<file path="src/rtl/vend_ctrl_param_pkg.sv">
// Shared types and default parameters for the coin vending controller.
// No logic; pure definitions.
// No flow control; consumed at elaboration only.
package vend_ctrl_param_pkg;

   typedef enum logic [1:0] {
      ST_IDLE   = 2'd0,
      ST_VEND   = 2'd1,
      ST_PAYOUT = 2'd2
   } state_t;

   localparam int DEF_PRICE    = 5;
   localparam int DEF_CREDIT_W = 4;
   localparam int DEF_VAL_A    = 1;
   localparam int DEF_VAL_B    = 2;
   localparam int DEF_VAL_C    = 5;

   // Largest credit the register of width w can hold.
   function automatic int max_credit(input int w);
      return (1 << w) - 1;
   endfunction

endpackage

</file>
<file path="src/rtl/vend_ctrl_param_coin_arbiter.sv">
// Priority select among simultaneous coin pulses (c > b > a).
// Latency: purely combinational.
// No backpressure; the caller decides whether the selected coin is accepted.
module vend_ctrl_param_coin_arbiter #(
   parameter int W     = 4,
   parameter int VAL_A = 1,
   parameter int VAL_B = 2,
   parameter int VAL_C = 5
) (
   input  logic         coin_a,
   input  logic         coin_b,
   input  logic         coin_c,
   output logic [W-1:0] val,
   output logic         hit,
   output logic         multi
);

   // Highest-value coin wins; more than one pulse means the losers are returned.
   always_comb begin
      val = '0;
      if (coin_c)
         val = W'(VAL_C);
      else if (coin_b)
         val = W'(VAL_B);
      else if (coin_a)
         val = W'(VAL_A);
      hit   = coin_a | coin_b | coin_c;
      multi = (coin_a & coin_b) | (coin_a & coin_c) | (coin_b & coin_c);
   end

endmodule

</file>
<file path="src/rtl/vend_ctrl_param.sv">
// Coin vending controller: accumulates credit, vends at PRICE, pays change/refund as 2- then 1-unit coins.
// Latency: every response is registered and appears the cycle after its cause.
// While busy (VEND/PAYOUT) all coins are rejected and cancel is ignored.
module vend_ctrl_param
   import vend_ctrl_param_pkg::*;
#(
   parameter int PRICE    = DEF_PRICE,
   parameter int CREDIT_W = DEF_CREDIT_W,
   parameter int VAL_A    = DEF_VAL_A,
   parameter int VAL_B    = DEF_VAL_B,
   parameter int VAL_C    = DEF_VAL_C
) (
   input  logic                clk,
   input  logic                rst,
   input  logic                coin_a,
   input  logic                coin_b,
   input  logic                coin_c,
   input  logic                cancel,
   output logic                vend,
   output logic                chg_1,
   output logic                chg_2,
   output logic                coin_reject,
   output logic                busy,
   output logic [CREDIT_W-1:0] credit
);

   localparam int MAX_CREDIT = max_credit(CREDIT_W);

   // Constants sized to the datapath so comparisons stay width-exact.
   localparam logic [CREDIT_W:0]   MAX_SUM = (CREDIT_W+1)'(MAX_CREDIT);
   localparam logic [CREDIT_W:0]   PRICE_S = (CREDIT_W+1)'(PRICE);
   localparam logic [CREDIT_W-1:0] VAL_A_W = CREDIT_W'(VAL_A);
   localparam logic [CREDIT_W-1:0] VAL_B_W = CREDIT_W'(VAL_B);

   // Parameter sanity: price range, and a valid coin on top of any sub-price credit must fit.
   generate
      if (PRICE < 1 || PRICE > MAX_CREDIT - 5) begin : g_bad_price
         $error("vend_ctrl_param: PRICE out of range for CREDIT_W");
      end
      if (PRICE + VAL_C - 1 > MAX_CREDIT) begin : g_bad_coin
         $error("vend_ctrl_param: PRICE+VAL_C-1 exceeds credit register");
      end
   endgenerate

   state_t              state;
   logic [CREDIT_W-1:0] payout;

   logic [CREDIT_W-1:0] coin_val;
   logic                coin_hit;
   logic                coin_multi;
   logic [CREDIT_W:0]   sum;
   logic [CREDIT_W:0]   change;
   logic                pay_big;
   logic [CREDIT_W-1:0] pay_next;

   vend_ctrl_param_coin_arbiter #(
      .W     (CREDIT_W),
      .VAL_A (VAL_A),
      .VAL_B (VAL_B),
      .VAL_C (VAL_C)
   ) u_arb (
      .coin_a (coin_a),
      .coin_b (coin_b),
      .coin_c (coin_c),
      .val    (coin_val),
      .hit    (coin_hit),
      .multi  (coin_multi)
   );

   // Candidate credit with one extra bit so an overflowing coin is detected, not wrapped.
   assign sum    = {1'b0, credit} + {1'b0, coin_val};
   assign change = sum - PRICE_S;

   // Next payout after ejecting one coin; a residue smaller than VAL_A is dropped rather than underflowing.
   always_comb begin
      pay_big = (payout >= VAL_B_W);
      if (pay_big)
         pay_next = payout - VAL_B_W;
      else if (payout > VAL_A_W)
         pay_next = payout - VAL_A_W;
      else
         pay_next = '0;
   end

   // Controller FSM with credit/payout datapath; all outputs registered.
   always_ff @(posedge clk) begin
      if (rst) begin
         state       <= ST_IDLE;
         credit      <= '0;
         payout      <= '0;
         vend        <= 1'b0;
         chg_1       <= 1'b0;
         chg_2       <= 1'b0;
         coin_reject <= 1'b0;
         busy        <= 1'b0;
      end else begin
         vend        <= 1'b0;
         chg_1       <= 1'b0;
         chg_2       <= 1'b0;
         coin_reject <= 1'b0;
         case (state)
            ST_IDLE: begin
               if (cancel) begin
                  // Cancel has priority; any coin arriving with it goes back.
                  coin_reject <= coin_hit;
                  if (credit != '0) begin
                     payout <= credit;
                     credit <= '0;
                     busy   <= 1'b1;
                     state  <= ST_PAYOUT;
                  end
               end else if (coin_hit) begin
                  coin_reject <= coin_multi;
                  if (sum > MAX_SUM) begin
                     coin_reject <= 1'b1;
                  end else if (sum < PRICE_S) begin
                     credit <= sum[CREDIT_W-1:0];
                  end else begin
                     vend   <= 1'b1;
                     busy   <= 1'b1;
                     credit <= '0;
                     payout <= change[CREDIT_W-1:0];
                     state  <= ST_VEND;
                  end
               end
            end
            ST_VEND: begin
               coin_reject <= coin_hit;
               if (payout == '0) begin
                  busy  <= 1'b0;
                  state <= ST_IDLE;
               end else begin
                  state <= ST_PAYOUT;
               end
            end
            ST_PAYOUT: begin
               coin_reject <= coin_hit;
               chg_2       <= pay_big;
               chg_1       <= ~pay_big;
               payout      <= pay_next;
               if (pay_next == '0) begin
                  busy  <= 1'b0;
                  state <= ST_IDLE;
               end
            end
            default: begin
               busy  <= 1'b0;
               state <= ST_IDLE;
            end
         endcase
      end
   end

endmodule

</file>
<file path="config.mk">
export PLATFORM = sky130hd
export DESIGN_NAME = vend_ctrl_param
export DESIGN_NICKNAME = d
export VERILOG_FILES = /design/src/rtl/vend_ctrl_param_pkg.sv /design/src/rtl/vend_ctrl_param_coin_arbiter.sv /design/src/rtl/vend_ctrl_param.sv
export SDC_FILE = /design/constraint.sdc
export NUM_CORES = 1
export LEC_CHECK = 0
export CORE_MARGIN = 5
export CORE_UTILIZATION = 45
export DETAILED_ROUTE_END_ITERATION = 6
export GPL_ROUTABILITY_DRIVEN = 0
export PLACE_DENSITY_LB_ADDON = 0.3
export SLEW_MARGIN = 15
export SYNTH_ARGS = -nofsm -noshare
export SYNTH_HDL_FRONTEND = slang
export SYNTH_SLANG_ARGS = --single-unit
</file>
<file path="constraint.sdc">
create_clock -name clk -period 8.62 [get_ports clk]
set_input_delay 1.724 -clock clk [delete_from_list [all_inputs] [get_ports clk]]
set_output_delay 1.724 -clock clk [all_outputs]
set_load 0.005 [all_outputs]
</file>
; ---- Word-level counts from Yosys, hierarchy flattened
; Index checks and enable logic that the tools add are counted.
[word_totals]
out_inout_bits = 9
in_bits = 6
wordCells = 87
reg_bits = 15
[classes]
muxes = 37
order_cmp = 4
n_reduce_logical = 13
add_sub_neg = 4
n_bitwise = 11
n_eq_ne = 10
[op_table]
columns = operator, count
row1 = 4-bit 2-to-1 mux, 14
row2 = 2-bit 2-to-1 mux, 7
row3 = 1-bit 2-to-1 mux, 12
row4 = 3-bit inequality test (second input constant), 4
row5 = 5-bit AND reduction, 2
row6 = 4-bit logical NOT, 2
row7 = 4-bit one-hot mux with 2 select lines, 1
row8 = 2-bit inequality test (second input constant), 3
row9 = 2-bit one-hot mux with 3 select lines, 1
row10 = 6-bit AND reduction, 1
row11 = 4-bit by 4-bit adder with 5-bit output, 1
row12 = 5-bit by 4-bit > comparator with 1-bit output (second input constant), 1
row13 = 5-bit by 3-bit < comparator with 1-bit output (second input constant), 1
row14 = 5-bit OR reduction, 1
row15 = 4-bit by 2-bit greater-or-equal comparator with 1-bit output (second input constant), 1
row16 = 4-bit by 1-bit > comparator with 1-bit output (second input constant), 1
row17 = 1-bit NOT, 4
row18 = 1-bit OR, 4
row19 = 4-bit AND reduction, 1
row20 = 2-bit nonzero test, 2
row21 = 4-bit nonzero test, 1
row22 = 2-bit OR reduction, 2
row23 = 4-bit by 1-bit subtractor with 4-bit output (second input constant), 1
row24 = 4-bit by 2-bit subtractor with 4-bit output (second input constant), 1
row25 = 8 further kinds, 10

; ---- Longest topological paths before layout
; Gate-level depths: netlist of the first run.
[depth]
word_depth = 10
depth_mapped = 11
mapped_depth_nobuf = 11

; ---- By module
; From an unflattened synthesis of the first run, not the netlist that was laid out.
[hier_totals]
hier_cells = 153
area_unflattened_um2 = 1338.8
[modules_own_cells]
columns = mod, area_each_um2, seq_area_each_um2, instances, cells_per_inst
row1 = vend_ctrl_param, 1288.7, 300.3, 1, 145
row2 = vend_ctrl_param_coin_arbiter, 50.0, 0.0, 1, 8

; ---- Worst setup path before layout of the first run
; Ideal clock, no wire load.
[synth_path]
path_type = in2reg
from = in coin_b
to = reg payout[3]
cell_stages = 10
path_slack_ns = 4.707
setup_time_ns = 0.072
required_time_ns = 8.548
n_path_buf = 0
arrival_ns = 3.841
path_cell_list = inv_1 > a21o_1 > ha_1 > fa_1 > ha_1 > o32ai_2 > nand3_2 > a21oi_1 > a2bb2oi_2 > mux2i_1
[synth_between]
elab_chain_cells = 9
elab_cells_between_ends = 17
classes_between = 2 x add/sub / 2 x order compare / 3 x eq/ne / 7 x mux / 2 x bitwise / 1 x reduce/logical
[synth_lines]
columns = item, line_no
row1 = "start, declared", vend_ctrl_param.sv:16  ; input logic coin_b,
row2 = 4-bit 2-to-1 mux, vend_ctrl_param_coin_arbiter.sv:23  ; else if (coin_b)
row3 = 4-bit 2-to-1 mux, vend_ctrl_param_coin_arbiter.sv:21  ; if (coin_c)
row4 = 4-bit by 4-bit adder with 5-bit output, vend_ctrl_param.sv:71  ; assign sum = {1'b0, credit} + {1'b0, coin_val};
row5 = 4-bit by 3-bit subtractor with 4-bit output, vend_ctrl_param.sv:72  ; assign change = sum - PRICE_S;
row6 = 4-bit 2-to-1 mux, vend_ctrl_param.sv:116  ; end else if (sum < PRICE_S) begin
row7 = 4-bit 2-to-1 mux, vend_ctrl_param.sv:114  ; if (sum > MAX_SUM) begin
row8 = 4-bit 2-to-1 mux, vend_ctrl_param.sv:112  ; end else if (coin_hit) begin
row9 = 4-bit 2-to-1 mux, vend_ctrl_param.sv:103  ; if (cancel) begin
row10 = 4-bit one-hot mux with 2 select lines, vend_ctrl_param.sv:101  ; case (state)
row11 = "end signal, assigned", vend_ctrl_param.sv:107  ; payout <= credit;
row12 = "end signal, assigned", vend_ctrl_param.sv:122  ; payout <= change[CREDIT_W-1:0];
row13 = "end signal, assigned", vend_ctrl_param.sv:140  ; payout <= pay_next;
row14 = "end, declared", vend_ctrl_param.sv:46  ; logic [CREDIT_W-1:0] payout;
; Parallel ways exist; a longest one is shown, timed or not. The select of a mux whose other input is x is not followed.
; A chain may end at the register's enable or synchronous reset.

; ---- Worst setup path in the final report of the first run
; Same ends and word-level chain as after synthesis.

==> summary.md, run 1 <==
| Metric | Value |
|---|---|
| Clock sink count | 15 |
| Share of the synthesized area in compound gates (AO/OA/AOI/OAI) | 25.9% |
| CP Capture Type | flop |
| Area of the core | 0.00269 mm2 |
| Global routing usage summed across all routing layers | 14.9% |
| Setup Buffers After CTS | 0 |
| First-pass GRT wire length | 4.92 mm |
| Simple-gate share of the synthesized area | 18.5% |
| Worst ir drop on vdd | 0.000170 V |
| Pins Over Slew Limit | 0 |
| Number of synthesis warnings | 0 |
| Synth Instances | 148 |
| Initial detailed-routing violation count | 47 |
| Flip-flop cell with the highest count after synthesis | sky130_fd_sc_hd__dfxtp_1 |
| Length of the first detailed-routing pass in iterations | 4 |
| Post-cts gate resize count | 0 |
| Number of hold buffers added after cts | 0 |
| Total CTS buffers | 3 |
| Class of the tightest hold or removal check | flop to flop |
| Fill cell total of the finished layout | 266 |
| Area of the die | 0.00387 mm2 |
| Hold violation count in the final report | 0 |
| Power per standard cell area | 288 mW/mm2 |
| Share of the yosys chip area belonging to registers | 24.5% |
| Die Height | 62.2 um |
| Number of top-level design ports | 15 |
| Post-layout worst setup margin | 4.20 ns |
| Number of failing setup endpoints in the final timing report | 0 |
| Number of port buffers | 14 |
| List of most frequent post-synthesis cells | sky130_fd_sc_hd__nand2_1, sky130_fd_sc_hd__dfxtp_1, sky130_fd_sc_hd__ha_1 |
| CTS H-Tree Depth | 1 |
| Count of unique library cells instantiated by Yosys | 43 |
| Share of layout cells above drive strength 1 | 7.98% |
| Dominant cell type by area after synthesis | sky130_fd_sc_hd__dfxtp_1 |
| Setup Skew | 0.00306 ns |
| Worst-case headroom to the max-slew limit | 61.9% |
| Timing-limited maximum frequency | 226 MHz |
| Share of async-settable or async-resettable flops after synthesis | 0% |
| Placement-stage cell area | 0.00139 mm2 |
| MaxCap Viol Count | 0 |
| Post-detailed-route DRC marker count | 0 |
| Maximum number of pins on one net before global-route repair | 10 |
| Via count | 1124 |
| Main combinational cell family by area after synthesis | compound AO/OA/AOI/OAI gates |
| Grt total ovfl | 0 |
| Share of cell area taken by muxes after synthesis | 5.72% |
| Period utilization | 51.3% |
| Min Clock Period, post-route | 4.42 ns |
| Net count of the mapped netlist | 170 |
| Dpl ws | 3.91 ns |
| CTS root buffer | sky130_fd_sc_hd__clkbuf_4 |
| Register clock-pin slew on the reported worst setup and hold paths | 0.10 ns |
| Residual antenna-violating net count after detailed routing | 0 |
| Type of origin of the critical path | input port |
| Half-perimeter wire length of the detailed placement result | 2.26 mm |
| Synth top area cells | sky130_fd_sc_hd__dfxtp_1, sky130_fd_sc_hd__ha_1, sky130_fd_sc_hd__nand2_1 |
| Layout overhead on the synthesized area | 15.7% |
| Die width | 62.2 um |
| Antenna diode count | 0 |
| Total number of placement rows | 19 |
| Netlist area before placement | 0.00122 mm2 |
| Syn_area_per_cell | 8.28 um2 |
| Skew-Pair Late Insertion Delay | 0.29 ns |
| Run status | complete, no violations |
| Slew at the pin closest to its max-slew limit | 0.566 ns |
| Maximum fanout encountered on the critical timing path | 5 |
| Starting density of the core | 45.6% |
| Final core occ | 52.8% |
| TritonCTS clock tree | built |
| Leakage | 0.602 nW |
| Vias/cell | 5.79 |
| Number of antenna violations at the first check in global routing | 0 |
| Post-DR wirelength/cell | 14.6 um |
| Top cell type's share of synthesized area | 24.5% |
| Count of flip-flops with a built-in enable after synthesis | 0 |
| Xor/xnor share of the synthesized area | 3.58% |
| Layout net count | 186 |
| Total length of routed wires | 2.83 mm |
| Total Neg Setup Slack | 0 ns |
| Crit path required time | 8.84 ns |
| Register bit total from synthesis | 15 |
| Critical path type | input port to flop |
| Via count of the first global-routing pass | 1129 |
| Clock tree buffer depth | 2 |
| CP Data Arrival Time | 4.65 ns |
| Final standard cell area without fillers | 0.00142 mm2 |
| Unrepaired setup endpoints after global routing | false |
| Most common cell in the synthesized netlist | sky130_fd_sc_hd__nand2_1 |
| Synth Area in Adders | 17.0% |
## state kept, by name, summed over array words and instances, names as in the netlist
name,count
vend,1
coin_reject,1
chg_2,1
credit,4
payout,4
state,2
chg_1,1
busy,1
## cells in the final DEF (no fill, tap or decap), types with 2 or more instances in the layout
cell type	n
sky130_fd_sc_hd__a22o_1	2
sky130_fd_sc_hd__nor4_1	3
sky130_fd_sc_hd__o21ai_1	2
sky130_fd_sc_hd__nor3_1	3
sky130_fd_sc_hd__a21o_1	2
sky130_fd_sc_hd__ha_1	15
sky130_fd_sc_hd__a211oi_1	2
sky130_fd_sc_hd__clkbuf_4	3
sky130_fd_sc_hd__nand2_1	21
sky130_fd_sc_hd__xnor2_1	4
sky130_fd_sc_hd__dfxtp_1	15
sky130_fd_sc_hd__nor2_1	13
sky130_fd_sc_hd__a221oi_1	3
sky130_fd_sc_hd__clkdlybuf4s50_1	14
sky130_fd_sc_hd__inv_1	11
sky130_fd_sc_hd__a21oi_1	8
sky130_fd_sc_hd__o21ai_0	7
sky130_fd_sc_hd__a211o_1	2
sky130_fd_sc_hd__mux2i_1	7
sky130_fd_sc_hd__or4_1	2
## routing by layer
layer / global-route usage, % / up-vias / wire, um
met5: 0 / - / 0
met4: 3.52 / 0 / 22
met3: 2.88 / 4 / 81
met2: 24.9 / 16 / 1330
met1: 19.5 / 536 / 1390
li1: - / 568 / -
## area by class of cell
class,instances,area [um2],area share [%]
Clock buffer,3,22.5,1.59
Clock inverter,1,5.00,0.353
Inverter,12,45.0,3.18
Multi-Input combinational cell,118,866,61.1
Sequential cell,15,300,21.2
Tap cell,31,38.8,2.74
Timing Repair Buffer,14,140,9.89
## metrics by stage
stage / std cells / power, mW / hold WS [ns]
2_1_floorplan: 148 / 0.300 / 0.470
3_3_place_gp: 190 / 0.358 / 0.464
3_5_place_dp: 190 / 0.365 / 0.477
4_1_cts: 194 / 0.408 / 0.492
5_1_grt: 194 / 0.446 / 0.507
6_report: 194 / 0.408 / 0.487
## final timing paths
check                           slack [ns]              startpoint  cells after the start                     end
worst min-delay path                  0.49       busy$_SDFFE_PP0P_                      2       busy$_SDFFE_PP0P_
worst max register to register        5.96  credit[0]$_SDFFE_PP0P_                      8  payout[3]$_SDFFE_PP0P_
worst max-delay path                  4.20                  coin_b                     11  payout[3]$_SDFFE_PP0P_
worst min register to register        0.49       busy$_SDFFE_PP0P_                      2       busy$_SDFFE_PP0P_
## worst max-delay path: stages
cell and delay (ns):
sky130_fd_sc_hd__clkdlybuf4s50_1 0.54, sky130_fd_sc_hd__inv_1 0.07, sky130_fd_sc_hd__a21o_1 0.16, sky130_fd_sc_hd__ha_1 0.22
sky130_fd_sc_hd__fa_1 0.52, sky130_fd_sc_hd__ha_1 0.25, sky130_fd_sc_hd__o32ai_2 0.28, sky130_fd_sc_hd__nand3_2 0.14
sky130_fd_sc_hd__a21oi_1 0.29, sky130_fd_sc_hd__a2bb2oi_2 0.24, sky130_fd_sc_hd__mux2i_1 0.20
## kinds of logic (layout without fill, tap and decap cells)
| kind of cell | count (synthesis) | count (layout) |
|---|---|---|
| buffers and inverters | 15 | 30 |
| AOI/OAI and AO/OA | 42 | 42 |
| adders and majority gates | 16 | 16 |
| xor gates and xnor gates | 5 | 5 |
| and+or+nand+nor | 48 | 48 |
| muxes | 7 | 7 |
| DFF | 15 | 15 |
## report_power, final
| group | leakage, nW | total [mW] | internal [mW] | switching, mW |
|---|---|---|---|---|
| clock network | 0.0177 | 0.0420 | 0.0173 | 0.0247 |
| logic | 0.462 | 0.256 | 0.115 | 0.141 |
| registers | 0.123 | 0.110 | 0.0888 | 0.0207 |
Note: power is estimated with default switching activity, not from simulation.
==> inputs of run 2 (changes only) <==
Clock period 8.62 ns to 4.5 ns, I/O delays scaled along.
==> run 2 against run 1 <==
Effect of this change:
- clock skew increased by 0.0011 ns
- non-clock buffer count unchanged
- first-iteration DRC count grew 15%
- die area stayed put
- worst hold slack better by 0.0072 ns
- power is 92% higher
- design area unchanged
- global-route usage grew 0.064 points
- core utilization unchanged
- critical path depth unchanged
- flip-flop and latch count is the same
- via count is 1.4% lower
- critical endpoint unchanged
- highest routed layer unchanged
==> summary.md, run 2 (synthesis gave the netlist of run 1 again) <==
| Metric | Value |
|---|---|
| Run status | complete, no violations |
| Leakage | 0.602 nW |
| Number of failing setup endpoints in the final timing report | 0 |
| Vias/cell | 5.71 |
| Number of hold buffers added after cts | 0 |
| Starting density of the core | 45.6% |
| CP peak stage delay | 0.54 ns |
| Skew-Pair Late Insertion Delay | 0.30 ns |
| Maximum fanout encountered on the critical timing path | 5 |
| Register-to-register setup slack | 1.87 ns |
| Pins Over Slew Limit | 0 |
| Via count | 1108 |
| Slew at the pin closest to its max-slew limit | 0.550 ns |
| Die width | 62.2 um |
| Unrepaired setup endpoints after global routing | false |
| Number of top-level design ports | 15 |
| Timing-limited maximum frequency | 278 MHz |
| Non-Filler Instances | 194 |
| Worst flop-to-flop path endpoint | payout[3]$_SDFFE_PP0P_ |
| Placement-stage cell area | 0.00139 mm2 |
| Cells on worst reg2reg path | 8 |
| Largest regs | credit (4), payout (4), state (2) |
| Launching instance or port of the critical path | coin_b |
| Dpl ws | 0.603 ns |
| End point of the critical path | payout[3]$_SDFFE_PP0P_ |
| TritonCTS clock tree | built |
| Setup Skew | 0.00420 ns |
| MaxCap Viol Count | 0 |
| Ordered list of cells on the worst path | clkdlybuf4s50_1 -> inv_1 -> a21o_1 -> ha_1 -> fa_1 -> ha_1 -> o32ai_2 -> nand3_2 -> a21oi_1 -> a2bb2oi_2 -> mux2i_1 |
| Die Height | 62.2 um |
| Via count of the first global-routing pass | 1097 |
| Register clock-pin slew on the reported worst setup and hold paths | 0.10 ns |
| Layout overhead on the synthesized area | 15.7% |
| Post-layout worst setup margin | 0.900 ns |
| Critical path type | input port to flop |
| CTS root buffer | sky130_fd_sc_hd__clkbuf_4 |
| Clock tree buffer depth | 2 |
| Initial detailed-routing violation count | 54 |
| Commonest non-fill, non-tap cell in the layout | sky130_fd_sc_hd__nand2_1 |
| Most Frequent Cell on Critical Path | sky130_fd_sc_hd__ha_1 |
| Antenna diode count | 0 |
| Grt total ovfl | 0 |
| Class of the tightest hold or removal check | flop to flop |
| Most frequent cells in the layout | sky130_fd_sc_hd__nand2_1, sky130_fd_sc_hd__ha_1, sky130_fd_sc_hd__dfxtp_1 |
| Number of port buffers | 14 |
| Final Power | 781 uW |
| Area of the die | 0.00387 mm2 |
| Area of the core | 0.00269 mm2 |
| Worst-case headroom to the max-slew limit | 63.0% |
| Global routing usage summed across all routing layers | 14.9% |
| Cell count after placement | 190 |
| CP Capture Type | flop |
| Power per standard cell area | 551 mW/mm2 |
| Total CTS buffers | 3 |
| Setup Buffers After CTS | 0 |
| Min Clock Period, post-route | 3.60 ns |
| Length of the first detailed-routing pass in iterations | 4 |
| Layout net count | 186 |
| Share of layout cells above drive strength 1 | 7.98% |
| Post-DR wirelength/cell | 14.6 um |
| Post-detailed-route DRC marker count | 0 |
| CP Data Arrival Time | 3.83 ns |
| Total Neg Setup Slack | 0 ns |
| Half-perimeter wire length of the detailed placement result | 2.27 mm |
| Hold violation count in the final report | 0 |
| Critical-path top delay cell | sky130_fd_sc_hd__clkdlybuf4s50_1 |
| Total number of placement rows | 19 |
| Final standard cell area without fillers | 0.00142 mm2 |
| Period utilization | 80.0% |
| First-pass GRT wire length | 4.86 mm |
| Post-cts gate resize count | 0 |
| Clock sink count | 15 |
| Total length of routed wires | 2.84 mm |
| Type of origin of the critical path | input port |
| Maximum number of pins on one net before global-route repair | 10 |
| Worst ir drop on vdd | 0.000314 V |
| Crit path required time | 4.73 ns |
| Worst R2R Start | credit[0]$_SDFFE_PP0P_ |
| Residual antenna-violating net count after detailed routing | 0 |
| CTS H-Tree Depth | 1 |
| Number of antenna violations at the first check in global routing | 0 |
[run 2: worst max-delay path: cells and delay by family]
family	cells	cell delay, ns
mux	1	0.20
compound gates	4	0.98
simple gates	1	0.14
buf+inv	2	0.62
fa+ha+maj	3	1.01
[run 2: layout make-up]
cell class / instances / area [um2]
well taps: 31 / 38.8
inverters: 12 / 45.0
flip-flops and latches: 15 / 300
fillers: 259 / 1270
repair buffers: 14 / 140
multi-input cells: 118 / 866
clock inverters: 1 / 5.00
clock buffers: 3 / 22.5
[run 2: through the flow]
stage,hold slack (ns),util [%]
final,0.494,52.8
after global routing,0.507,52.8
after CTS,0.490,52.8
after detailed placement,0.477,51.7
after global placement,0.464,51.7
after floorplan,0.470,-
[run 2: report_power, final]
part           leakage [nW]  total (mW)  switching [mW]  internal, mW
registers             0.123       0.209          0.0388         0.170
clock network        0.0177      0.0822          0.0490        0.0332
logic                 0.462       0.490           0.270         0.220
[run 2: worst min-delay path by stage]
| stage | startpoint | to | slack (ns) | cells after the start |
|---|---|---|---|---|
| finish | busy$_SDFFE_PP0P_ | busy$_SDFFE_PP0P_ | 0.49 | 2 |
| global route | busy$_SDFFE_PP0P_ | busy$_SDFFE_PP0P_ | 0.51 | 2 |
| CTS | busy$_SDFFE_PP0P_ | busy$_SDFFE_PP0P_ | 0.49 | 2 |
| detailed placement | busy$_SDFFE_PP0P_ | busy$_SDFFE_PP0P_ | 0.48 | 2 |
| global placement | busy$_SDFFE_PP0P_ | busy$_SDFFE_PP0P_ | 0.46 | 2 |
| floorplan | busy$_SDFFE_PP0P_ | busy$_SDFFE_PP0P_ | 0.47 | 2 |
[run 2: per-layer routing]
layer  wire length, um  track usage [%]  up-vias
li1                  -                -      566
met1              1370             19.0      521
met2              1330             24.4       16
met3               108             4.32        5
met4                34             4.07        0
met5                 0                0        -
